`src/rtl/mc_main_fsm_if.sv`:
```
// Handshake/control bundle between the instruction decoder side and mc_main_fsm.
// Inputs: Op, Funct, Instr7_4, MemReady. Outputs: datapath controls, MulBusy, Fault, state.
interface mc_main_fsm_if;
    logic [1:0] Op;
    logic [5:0] Funct;
    logic [3:0] Instr7_4;
    logic       MemReady;
    logic       IRWrite;
    logic       NextPC;
    logic       RegW;
    logic       MemW;
    logic       Branch;
    logic       AdrSrc;
    logic       ALUSrcA;
    logic [1:0] ALUSrcB;
    logic [1:0] ResultSrc;
    logic       ALUOp;
    logic       MulBusy;
    logic       Fault;
    logic [3:0] state;

    modport master (
        output Op, Funct, Instr7_4, MemReady,
        input  IRWrite, NextPC, RegW, MemW, Branch, AdrSrc, ALUSrcA,
        input  ALUSrcB, ResultSrc, ALUOp, MulBusy, Fault, state
    );

    modport slave (
        input  Op, Funct, Instr7_4, MemReady,
        output IRWrite, NextPC, RegW, MemW, Branch, AdrSrc, ALUSrcA,
        output ALUSrcB, ResultSrc, ALUOp, MulBusy, Fault, state
    );
endinterface

```
`src/rtl/mc_main_fsm.sv`:
```
// Main control FSM of the multicycle ARM core: memory wait handshake with
// watchdog trap to FAULT, optional multi-cycle MUL state (macro MC_MUL_EN).
// Ports: clk, reset (async, active-low), bus (mc_main_fsm_if.slave):
//   Op/Funct/Instr7_4/MemReady in; datapath controls, MulBusy, Fault, state out.
module mc_main_fsm #(
    parameter int MUL_CYCLES = 4,
    parameter int WAIT_MAX   = 255,
    parameter int CNT_W      = 8
) (
    input  logic         clk,
    input  logic         reset,
    mc_main_fsm_if.slave bus
);

    typedef enum logic [3:0] {
        FETCH  = 4'd0,
        DECODE = 4'd1,
        MEMADR = 4'd2,
        MEMRD  = 4'd3,
        MEMWB  = 4'd4,
        MEMWR  = 4'd5,
        EXECR  = 4'd6,
        EXECI  = 4'd7,
        ALUWB  = 4'd8,
        BRANCH = 4'd9,
        MULEX  = 4'd10,
        FAULT  = 4'd15
    } state_t;

    localparam logic [CNT_W-1:0] WMAX = CNT_W'(WAIT_MAX);

    state_t           cur;
    logic [CNT_W-1:0] wait_cnt;
    logic             mem_wait;
    logic             wd_trip;
    logic             is_mul;

    assign mem_wait = (cur == FETCH) || (cur == MEMRD) || (cur == MEMWR);
    // MemReady=1 in the trip cycle wins: the access completes normally.
    assign wd_trip  = (WAIT_MAX != 0) && !bus.MemReady && (wait_cnt == WMAX);

`ifdef MC_MUL_EN
    localparam logic [CNT_W-1:0] MULN = CNT_W'(MUL_CYCLES);
    logic [CNT_W-1:0] mul_cnt;
    assign is_mul = (bus.Funct[4:1] == 4'b0000) && (bus.Instr7_4 == 4'b1001);
`else
    logic unused_mul_bits;
    assign is_mul          = 1'b0;
    assign unused_mul_bits = ^{bus.Funct[4:1], bus.Instr7_4};
`endif

    always_ff @(posedge clk or negedge reset) begin
        if (!reset) begin
            cur      <= FETCH;
            wait_cnt <= '0;
`ifdef MC_MUL_EN
            mul_cnt  <= '0;
`endif
        end else begin
            // Counts consecutive stalled cycles; saturates instead of wrapping.
            if (!mem_wait || bus.MemReady)
                wait_cnt <= '0;
            else if (wait_cnt != '1)
                wait_cnt <= wait_cnt + CNT_W'(1);

`ifdef MC_MUL_EN
            if (cur == DECODE)
                mul_cnt <= CNT_W'(1);
            else if (cur == MULEX)
                mul_cnt <= mul_cnt + CNT_W'(1);
`endif

            unique case (cur)
                FETCH: begin
                    if (bus.MemReady)  cur <= DECODE;
                    else if (wd_trip)  cur <= FAULT;
                end
                DECODE: begin
                    unique case (bus.Op)
                        2'b01: cur <= MEMADR;
                        2'b10: cur <= BRANCH;
                        2'b11: cur <= FAULT;
                        default: begin
                            if (bus.Funct[5]) cur <= EXECI;
                            else if (is_mul)  cur <= MULEX;
                            else              cur <= EXECR;
                        end
                    endcase
                end
                MEMADR: cur <= bus.Funct[0] ? MEMRD : MEMWR;
                MEMRD: begin
                    if (bus.MemReady)  cur <= MEMWB;
                    else if (wd_trip)  cur <= FAULT;
                end
                MEMWB: cur <= FETCH;
                MEMWR: begin
                    if (bus.MemReady)  cur <= FETCH;
                    else if (wd_trip)  cur <= FAULT;
                end
                EXECR:  cur <= ALUWB;
                EXECI:  cur <= ALUWB;
                ALUWB:  cur <= FETCH;
                BRANCH: cur <= FETCH;
`ifdef MC_MUL_EN
                MULEX: begin
                    if (mul_cnt == MULN) cur <= ALUWB;
                end
`endif
                FAULT:  cur <= FAULT;
                default: cur <= FAULT;
            endcase
        end
    end

    // Decoded from state rather than registered so the FETCH controls are
    // valid in the first cycle after reset and IRWrite/NextPC track MemReady.
    always_comb begin
        bus.IRWrite   = 1'b0;
        bus.NextPC    = 1'b0;
        bus.RegW      = 1'b0;
        bus.MemW      = 1'b0;
        bus.Branch    = 1'b0;
        bus.AdrSrc    = 1'b0;
        bus.ALUSrcA   = 1'b0;
        bus.ALUSrcB   = 2'b00;
        bus.ResultSrc = 2'b00;
        bus.ALUOp     = 1'b0;
        bus.MulBusy   = 1'b0;
        bus.Fault     = 1'b0;
        bus.state     = cur;
        if (reset) begin
            case (cur)
                FETCH: begin
                    bus.IRWrite   = bus.MemReady;
                    bus.NextPC    = bus.MemReady;
                    bus.ALUSrcA   = 1'b1;
                    bus.ALUSrcB   = 2'b10;
                    bus.ResultSrc = 2'b10;
                end
                DECODE: begin
                    bus.ALUSrcA   = 1'b1;
                    bus.ALUSrcB   = 2'b10;
                    bus.ResultSrc = 2'b10;
                end
                MEMADR: bus.ALUSrcB = 2'b01;
                MEMRD:  bus.AdrSrc  = 1'b1;
                MEMWB: begin
                    bus.ResultSrc = 2'b01;
                    bus.RegW      = 1'b1;
                end
                MEMWR: begin
                    bus.AdrSrc = 1'b1;
                    bus.MemW   = 1'b1;
                end
                EXECR: bus.ALUOp = 1'b1;
                EXECI: begin
                    bus.ALUSrcB = 2'b01;
                    bus.ALUOp   = 1'b1;
                end
                ALUWB: bus.RegW = 1'b1;
                BRANCH: begin
                    bus.ALUSrcB   = 2'b01;
                    bus.ResultSrc = 2'b10;
                    bus.Branch    = 1'b1;
                end
`ifdef MC_MUL_EN
                MULEX: begin
                    bus.ALUOp   = 1'b1;
                    bus.MulBusy = 1'b1;
                end
`endif
                FAULT: bus.Fault = 1'b1;
                default: ;
            endcase
        end
    end

endmodule
```
`src/flat_wrapper.sv`:
```
// flat-port wrapper written by rule: the top's interface ports become plain ports
module mc_main_fsm_flat 
#(
    parameter int MUL_CYCLES = 4,
    parameter int WAIT_MAX   = 255,
    parameter int CNT_W      = 8
)
  (clk, reset, bus_Op, bus_Funct, bus_Instr7_4, bus_MemReady, bus_IRWrite, bus_NextPC, bus_RegW, bus_MemW, bus_Branch, bus_AdrSrc, bus_ALUSrcA, bus_ALUSrcB, bus_ResultSrc, bus_ALUOp, bus_MulBusy, bus_Fault, bus_state);
  mc_main_fsm_if bus_i ();
  input  logic clk;
  input  logic reset;
  input wire logic [$bits(bus_i.Op)-1:0] bus_Op;
  input wire logic [$bits(bus_i.Funct)-1:0] bus_Funct;
  input wire logic [$bits(bus_i.Instr7_4)-1:0] bus_Instr7_4;
  input wire logic [$bits(bus_i.MemReady)-1:0] bus_MemReady;
  output wire logic [$bits(bus_i.IRWrite)-1:0] bus_IRWrite;
  output wire logic [$bits(bus_i.NextPC)-1:0] bus_NextPC;
  output wire logic [$bits(bus_i.RegW)-1:0] bus_RegW;
  output wire logic [$bits(bus_i.MemW)-1:0] bus_MemW;
  output wire logic [$bits(bus_i.Branch)-1:0] bus_Branch;
  output wire logic [$bits(bus_i.AdrSrc)-1:0] bus_AdrSrc;
  output wire logic [$bits(bus_i.ALUSrcA)-1:0] bus_ALUSrcA;
  output wire logic [$bits(bus_i.ALUSrcB)-1:0] bus_ALUSrcB;
  output wire logic [$bits(bus_i.ResultSrc)-1:0] bus_ResultSrc;
  output wire logic [$bits(bus_i.ALUOp)-1:0] bus_ALUOp;
  output wire logic [$bits(bus_i.MulBusy)-1:0] bus_MulBusy;
  output wire logic [$bits(bus_i.Fault)-1:0] bus_Fault;
  output wire logic [$bits(bus_i.state)-1:0] bus_state;
  assign bus_i.Op = bus_Op;
  assign bus_i.Funct = bus_Funct;
  assign bus_i.Instr7_4 = bus_Instr7_4;
  assign bus_i.MemReady = bus_MemReady;
  assign bus_IRWrite = bus_i.IRWrite;
  assign bus_NextPC = bus_i.NextPC;
  assign bus_RegW = bus_i.RegW;
  assign bus_MemW = bus_i.MemW;
  assign bus_Branch = bus_i.Branch;
  assign bus_AdrSrc = bus_i.AdrSrc;
  assign bus_ALUSrcA = bus_i.ALUSrcA;
  assign bus_ALUSrcB = bus_i.ALUSrcB;
  assign bus_ResultSrc = bus_i.ResultSrc;
  assign bus_ALUOp = bus_i.ALUOp;
  assign bus_MulBusy = bus_i.MulBusy;
  assign bus_Fault = bus_i.Fault;
  assign bus_state = bus_i.state;
  mc_main_fsm #(.MUL_CYCLES(MUL_CYCLES), .WAIT_MAX(WAIT_MAX), .CNT_W(CNT_W)) u_core (.clk(clk), .reset(reset), .bus(bus_i));
endmodule
```
`config.mk`:
```
export PLATFORM = sky130hd
export DESIGN_NAME = mc_main_fsm_flat
export DESIGN_NICKNAME = d
export VERILOG_FILES = /design/src/rtl/mc_main_fsm_if.sv /design/src/rtl/mc_main_fsm.sv /design/src/flat_wrapper.sv
export SDC_FILE = /design/constraint.sdc
export NUM_CORES = 1
export LEC_CHECK = 0
export ABC_CLOCK_PERIOD_IN_PS = 4070
export CORE_MARGIN = 1
export CORE_UTILIZATION = 47
export CTS_CLUSTER_DIAMETER = 200
export DETAILED_ROUTE_END_ITERATION = 10
export GPL_TIMING_DRIVEN = 0
export HOLD_SLACK_MARGIN = 0.08
export PLACE_DENSITY_LB_ADDON = 0.2
export SETUP_SLACK_MARGIN = 0.4
export SYNTH_ARGS = -nofsm -noshare
export SYNTH_HDL_FRONTEND = slang
export SYNTH_SLANG_ARGS = --single-unit
```
`constraint.sdc`:
```
create_clock -name clk -period 4.07 [get_ports clk]
set_input_delay 0.407 -clock clk [delete_from_list [all_inputs] [get_ports clk]]
set_output_delay 0.407 -clock clk [all_outputs]
set_load 0.02 [all_outputs]
```
==> impl_metrics.ini <==
[run_status]
status = completed

[drt]
wirelength_mm = 1.997
drtIter0Drc = 18
vias_per_cell = 5.553
drc = 0
antenna_left = 0
via_count = 894
wl_per_cell_um = 12.40
firstDrtPassIters = 4

[power_and_ir_drop]
max-vdd-ir-drop_mv = 0.1544
power_density_mw_per_mm2 = 175.4
leakage_nw = 0.4644

[setup_path]
worst_ep_arrival_time_ns = 3.01
startpoint_type = input port
end_kind = primary output
crit_required_ns = 3.66
worstSetupPathType = in2out
cp_max_fo = 14

[synthesis]
syn-num-nets = 129
synth_ff_type = dfrtp_1
synth_seq_cells = 12
synth_area_leader_cell = dfrtp_1
synth_cells = 110
synth_edf_count = 0
ys_types = 37
synth_top_area_share_pct = 32.97
async_reset_ff_share_pct = 100.0
synth_area_um2 = 910.9
syn_area_per_cell_um2 = 8.281
synth.area.top_cells = dfrtp_1 (33%), ha_1 (5.5%), nor2_1 (4.5%)
yosysWarningCount = 0
ys_seq_area_share_pct = 32.97

[sta]
period_share_pct = 84.06
tightest_slew_ns = 0.5929
skew_ns = 0.0008761
fin_setup_tns_ns = 0
hold_violations = 0
grt_setup_unrepaired = false
fmax_mhz = 292.3
fin_crit_ns = 3.421
relSlewSlack_pct = 60.35
setup_viol = 0
final_max_slew_viol_count = 0

[floorplan]
die_h_um = 46.03
fp.dieW_um = 46.03
dieArea_mm2 = 0.002118
core_mm2 = 0.001764
ios = 33
rows = 15
initial_core_util_pct = 51.63

[grt]
grt_first_pass_wirelength_mm = 3.091
grt_overflow_total = 0
antenna_found_initial = 0
globalRouteTotalUtil_pct = 21.15
grt_max_degree = 15
grt_pass1_vias = 715

[cts]
postCtsSetupRepairBufs = 0
cts_root_buf = clkbuf_4
worstSkewPairLatency_ns = 0.28
cts.repair.resized = 0
cts-htree-levels = 1
cts_buffers = 3
cts_buffer_depth = 2
cts.clk_slew.worst_paths_ns = 0.07
cts_sinks = 12
cts.hold.buffers_added = 0
cts_tree = done

[layout]
drive_gt1_share_pct = 8.088
final_cells = 161
nNetsFinal = 157
syn_to_final_growth_pct = 31.18
diodes = 0

[place]
dp_cells = 158
place.gp.congestion = 0.8064
port_buffers = 23
dpl.hpwl_mm = 1.510

[worst_hold_path]
worstHoldPathType = in2async

[job]
max_cap_violations = 0
[flip-flops by register name, indices dropped and copies added, names as in the netlist]
name and flops:
u_core.bus.state 4, u_core.wait_cnt 8
[synth_stat cells (4+ instances only)]
library cell / instances
dfrtp_1: 12
nand2b_1: 6
a31oi_1: 4
ha_1: 4
nor3_1: 7
o21ai_0: 7
nand2_1: 6
nor2_1: 11
[kinds of logic (layout without fill, tap and decap cells)]
kind of cell | after synthesis | after routing | share of synthesized area, %
fa+ha+maj | 4 | 4 | 5.495
compound gates | 25 | 25 | 17.99
flops | 12 | 12 | 32.97
mux | 1 | 1 | 1.099
simple gates | 52 | 52 | 30.77
buf+inv | 11 | 37 | 7.417
other cells | 1 | 1 | 0.4117
xor+xnor | 4 | 4 | 3.847
[path summary, 6_finish.rpt]
check	slack, ns	end	start	cells past startpoint
max in group asynchronous	3.18	u_core.wait_cnt[1]$_DFFE_PN0P_	reset	1
setup reg to reg	2.52	u_core.wait_cnt[2]$_DFFE_PN0P_	u_core.wait_cnt[0]$_DFFE_PN0P_	5
min in group clk	0.58	u_core.wait_cnt[1]$_DFFE_PN0P_	u_core.wait_cnt[1]$_DFFE_PN0P_	2
setup / recovery	0.65	bus_NextPC	reset	6
hold reg to reg	0.58	u_core.wait_cnt[1]$_DFFE_PN0P_	u_core.wait_cnt[1]$_DFFE_PN0P_	2
hold / removal	0.50	u_core.bus.state[0]$_DFF_PN0_	reset	1
[per-stage QoR]
step | worst slack, ns | utilization, % | power (mW) | instance area [um^2] | hold slack [ns]
6_report | 0.6489 | 67.73 | 0.2095 | 1195 | 0.5006
2_1_floorplan | 1.535 | - | 0.1281 | 910.9 | 0.1114
3_5_place_dp | 0.6175 | 66.45 | 0.1395 | 1172 | 0.5698
4_1_cts | 0.6071 | 67.73 | 0.2123 | 1195 | 0.5115
3_3_place_gp | 0.6723 | 66.45 | 0.1392 | 1172 | 0.5464
5_1_grt | 0.4120 | 67.73 | 0.2208 | 1195 | 0.5285
[area by class of cell]
class                           count  area, um^2
Buffer                              8       56.30
Clock buffer                        3       22.52
Fill cell                         163       569.3
Inverter                            3       11.26
Multi-Input combinational cell     87       543.0
Sequential cell                    12       300.3
Tap cell                           25       31.28
Timing Repair Buffer               23       230.2
[worst max-delay path, stage by stage]
cell and delay, ns:
clkdlybuf4s50_1 0.85, inv_1 0.23, or3_1 0.37, nor4b_1 0.39, buf_4 0.17, clkdlybuf4s50_1 0.60
[where the power goes]
part	switching [mW]	total [mW]	internal, mW
clock network	0.0381	0.0725	0.0344
registers	0	0.119	0.119
logic	0.00880	0.0179	0.00909
total	0.0469	0.210	0.163
[routing by layer]
layer,up-vias,track usage [%],share of wire [%]
li1,447,-,-
met2,21,30.70,47
met5,-,0,0
met4,0,7.059,1.1
met1,422,29.17,47
met3,4,7.143,4.4
[placed cells by master (no fill, tap or decap)]
| master | n |
|---|---|
| o21ai_0 | 7 |
| xnor2_1 | 1 |
| inv_1 | 3 |
| o211ai_1 | 1 |
| and4_1 | 1 |
| o2111ai_1 | 2 |
| or2_2 | 3 |
| mux2i_1 | 1 |
| o31ai_1 | 2 |
| conb_1 | 1 |
| nand4_1 | 3 |
| clkbuf_4 | 3 |
| nand3b_1 | 1 |
| a21oi_1 | 3 |
| o21bai_1 | 1 |
| or2b_1 | 1 |
| o22a_1 | 1 |
| clkdlybuf4s50_1 | 23 |
| nor3b_1 | 2 |
| nor3_1 | 7 |
| a31oi_1 | 4 |
| nand2b_1 | 6 |
| dfrtp_1 | 12 |
| or3_1 | 2 |
| buf_6 | 2 |
| o32a_1 | 1 |
| nand2_1 | 6 |
| nor4_1 | 1 |
| o21a_1 | 2 |
| nor2_1 | 11 |
| a21boi_0 | 1 |
| clkbuf_1 | 3 |
| buf_4 | 3 |
| nand3_1 | 3 |
| nor4b_1 | 1 |
| xor2_1 | 3 |
| and3_1 | 3 |
| ha_1 | 4 |
| nor2b_1 | 1 |
No activity file was read; power rests on OpenSTA's default activity.
